===== config.mk =====
export PLATFORM = sky130hd
export DESIGN_NAME = serial_sub
export DESIGN_NICKNAME = d
export VERILOG_FILES = /design/src/rtl/serial_sub.sv
export SDC_FILE = /design/constraint.sdc
export NUM_CORES = 1
export LEC_CHECK = 0
export ABC_AREA = 1
export CAP_MARGIN = 10
export CORE_UTILIZATION = 35
export CTS_CLUSTER_DIAMETER = 120
export DETAILED_ROUTE_END_ITERATION = 6
export PLACE_DENSITY_LB_ADDON = 0.1
export SYNTH_ARGS = -nofsm -noshare
export SYNTH_HDL_FRONTEND = slang
export SYNTH_SLANG_ARGS = --single-unit

===== constraint.sdc =====
create_clock -name clk -period 2.9 [get_ports clk]
set_clock_uncertainty 0.2 [all_clocks]
set_input_delay 0.87 -clock clk [delete_from_list [all_inputs] [get_ports clk]]
set_output_delay 0.87 -clock clk [all_outputs]
set_load 0.02 [all_outputs]

===== src/rtl/serial_sub.sv =====
// rtl/serial_sub.sv - bit-serial WIDTH-bit subtractor (a - b), LSB first, one bit per clock.
// Optional signed-overflow output ovf enabled by defining SERIAL_SUB_OVF_EN.
module serial_sub #(
  parameter int WIDTH = 8
) (
  input  logic             clk,
  input  logic             rst_n,
  input  logic             start,
  input  logic [WIDTH-1:0] a,
  input  logic [WIDTH-1:0] b,
  output logic             busy,
  output logic             done,
  output logic [WIDTH-1:0] diff,
  output logic             borrow
`ifdef SERIAL_SUB_OVF_EN
  ,
  output logic             ovf
`endif
);

  localparam int CW = $clog2(WIDTH + 1);
  localparam logic [CW-1:0] LAST = CW'(WIDTH - 1);
  localparam logic [CW-1:0] ONE  = CW'(1);

  typedef enum logic [1:0] {IDLE, RUN, DONE} state_t;

  state_t           state, state_nxt;
  logic [WIDTH-1:0] sa;
  logic [WIDTH-1:0] sb;
  logic [CW-1:0]    cnt;
  logic             bin;
  logic             ai, bi, d, bout, last;

  always_comb begin
    ai   = sa[0];
    bi   = sb[0];
    d    = ai ^ bi ^ bin;
    bout = (~ai & bi) | (~(ai ^ bi) & bin);
    last = (cnt == LAST);
  end

  always_ff @(posedge clk or negedge rst_n) begin
    if (!rst_n) state <= IDLE;
    else        state <= state_nxt;
  end

  always_comb begin
    state_nxt = state;
    busy      = 1'b0;
    done      = 1'b0;
    case (state)
      IDLE: if (start) state_nxt = RUN;
      RUN: begin
        busy = 1'b1;
        if (last) state_nxt = DONE;
      end
      DONE: begin
        done      = 1'b1;
        state_nxt = IDLE;
      end
      default: state_nxt = IDLE;
    endcase
  end

  // The minuend register doubles as the result register: each consumed LSB
  // of a is replaced at the MSB end by the freshly computed difference bit.
  always_ff @(posedge clk or negedge rst_n) begin
    if (!rst_n) begin
      sa     <= '0;
      sb     <= '0;
      cnt    <= '0;
      bin    <= 1'b0;
      diff   <= '0;
      borrow <= 1'b0;
`ifdef SERIAL_SUB_OVF_EN
      ovf    <= 1'b0;
`endif
    end else begin
      case (state)
        IDLE: begin
          if (start) begin
            sa  <= a;
            sb  <= b;
            bin <= 1'b0;
            cnt <= '0;
          end
        end
        RUN: begin
          sa  <= {d, sa[WIDTH-1:1]};
          sb  <= sb >> 1;
          bin <= bout;
          cnt <= cnt + ONE;
          if (last) begin
            diff   <= {d, sa[WIDTH-1:1]};
            borrow <= bout;
`ifdef SERIAL_SUB_OVF_EN
            // On the MSB cycle bin is the borrow into the sign bit.
            ovf    <= bin ^ bout;
`endif
          end
        end
        default: ;
      endcase
    end
  end

endmodule


==> metrics.txt <==
clock tree from TritonCTS done; DRT Wirelength 3207 µm; critical path peak fanout 24; Final Cycle Share 0.9548; register area share after synthesis 0.5475; post-detailed-route count of antenna-violating nets 0; cell types with the largest area share after synthesis dfrtp_1, nand3_1, nand2_1, buf_6, buf_2; cts bufs inserted 5; total track usage 0.1756; half-perimeter wire length of the detailed placement result 2077 µm; synthesized cell area 0.001463 mm²; Slew Limit Headroom 0.5361; number of primary I/O pins 30; slowest cell delay on critical path 0.60 ns; die area 0.004442 mm²; capturing element type of the critical path primary output; gate count after technology mapping 167; final critical delay including setup and external delays 2.769 ns; power density over the cells 1073 mW/mm²; CP max-delay cell clkdlybuf4s50_1; residual DRC count 0; number of antenna violations at the first check in global routing 0; launching element type of the critical path flip-flop; area added between synthesis and finish 28.31%; CTS H-Tree Depth 2; hold bufs inserted after CTS 0; Vias 1248; vertical die dimension 66.65 µm; routed len/inst 12.93 µm; pin count of the biggest net entering global routing 33; number of placement rows 23; list of cells traversed by the critical path inv_1 > nand2_4 > inv_2 > clkdlybuf4s50_1; Setup TNS Final 0 ns; Fillers 389; Synth async-reset ratio 1.000; Clock Pin Slew Worst Setup and Hold Paths 0.07 ns; path class of the lowest-slack min-delay path reg2reg; Worst Path Arrival 1.70 ns; portion of synthesized cell area occupied by the leading cell type 0.5475; post-route worst hold slack 0.2786 ns; flop and latch count out of synthesis 32; count of flip-flops with a built-in enable after synthesis 0; clock sink total 32; library cell occupying the most area in the post-synthesis netlist dfrtp_1; count of pins over their slew limit 0; vias in the first global route 1222; status completed; count of buffers inserted at the top-level ports 29; core box area 0.004000 mm²; number of endpoints with negative hold slack in the final report 0; sum of overflow across all layers after global routing 0; final count of negative-setup-slack endpoints 0; Leakage 0.8822 nW; cell area after placement 0.001769 mm²; horizontal extent of the die 66.65 µm; Final Instance Area 0.001877 mm²; initial core utilization 0.3657; length of the first detailed-routing pass in iterations 4; top cells by instance count after synthesis nand3_1, nand2_1, dfrtp_1; final weighted congestion in routability-driven placement 0.7244; Max VDD drop 0.3869 mV; layout cells sized above 1 0.07576; cell with the most instances after synthesis nand3_1; cell family contributing the most delay on the critical path buffers and inverters; synthesized netlist net count 188; first-pass GRT wire length 5678 µm; count of distinct cell types in the synthesized netlist 20; via/cell ratio 5.032; Fmax 361.2 MHz; count of buffering cells on the critical path with inverters included 3; Net count, final 218; number of instances resized during post-cts repair 0; maxcap violations 0; drt initial violations 78; multi-input logic area 570.5 µm²; transition time at the pin with the least slew margin 0.6942 ns; post-CTS setup repair buffer count 0; count of yosys warnings during synthesis 0; maximum root-to-sink buffer count 2; Clock Latency Late Sink 0.29 ns; required time worst endpoint 1.83 ns; prevailing post-synth register cell dfrtp_1; critical path start-end classification reg2out; count of inserted antenna diode cells 0; Avg Cell Area, Syn 8.758 µm²; area taken by flip-flops and latches 800.8 µm²; RSZ-0062 raised after global routing no; root buffer cell clkbuf_8
area by class of cell:
cell class	instances	share of cell area
inverter	6	0.01200
tap	50	0.03333
sequential	32	0.4267
clock buffer	6	0.03867
clock inverter	2	0.01867
multi-input combinational	120	0.3040
timing repair buffer	32	0.1667
worst paths after layout:
kind / startpoint / end / cells past startpoint / slack, ns
worst min register to register: borrow / borrow / 2 / 0.28
min in group asynchronous: rst_n / diff[6] / 2 / 0.77
max in group asynchronous: rst_n / cnt[3] / 2 / 1.42
worst max register to register: state[1] / diff[3] / 7 / 1.18
worst max-delay path: state[1] / busy / 4 / 0.13
worst min-delay path: borrow / borrow / 2 / 0.28
per-layer routing:
metal,part of all wire,track usage,vias to the layer above
met5,0,0,-
met4,0.016,0.07979,0
met3,0.061,0.05993,6
met2,0.47,0.2689,37
met1,0.45,0.2211,593
li1,-,-,612
cell families (layout without fill, tap and decap cells):
logic type                 after synthesis  in the layout  share of synthesized area
adders and majority gates                2              2                    0.02224
buffers and inverters                   15             46                    0.06244
and+or+nand+nor                        114            114                     0.3533
AOI/OAI and AO/OA                        4              4                    0.01454
DFF                                     32             32                     0.5475
report_power, final:
group,internal [mW],switching (mW)
combinational,0.332,0.470
clock,0.255,0.167
sequential,0.649,0.142
stage by stage:
| step | std cells | utilization | power (mW) | worst slack (ns) |
|---|---|---|---|---|
| after global placement | 240 | 0.4423 | 1.580 | 0.4634 |
| after detailed placement | 240 | 0.4423 | 1.605 | 0.4380 |
| after CTS | 248 | 0.4692 | 2.036 | 0.1139 |
| final | 248 | 0.4692 | 2.015 | 0.1312 |
| after floorplan | 167 | - | 1.341 | 1.019 |
| after global routing | 248 | 0.4692 | 2.189 | 0.04445 |
flip-flops by register name (all words and copies together), names as in the netlist:
register / count
diff: 8
cnt: 4
bin: 1
sa: 8
borrow: 1
sb: 8
state: 2
worst reg2reg max path, stage by stage, from the launching register on:
cell and delay, ns:
dfrtp_1 0.39, inv_1 0.13, nand2_4 0.19, inv_2 0.11, buf_4 0.24, nand2_2 0.19
nand2_1 0.10, nand2_1 0.06
layout by cell type, fill, tap and decap left out:
cell type        Yosys  layout
nand3_1             53      53
nand2_1             52      52
dfrtp_1             32      32
clkdlybuf4s50_1      0      29
inv_1                5       5
clkbuf_8             0       5
nor2_1               4       4
buf_4                2       3
nand2_4              1       1
inv_2                1       1
nor2_4               1       1
nand2_2              1       1
nor2_2               1       1
nand4_1              1       1
o22ai_1              1       1
o21ai_1              1       1
a21oi_1              1       1
o21ai_0              1       1
fa_1                 1       1
ha_1                 1       1
clkinv_2             0       1
bufinv_16            0       1
clkbuf_1             0       1
Power figures use the tool's default switching activity.
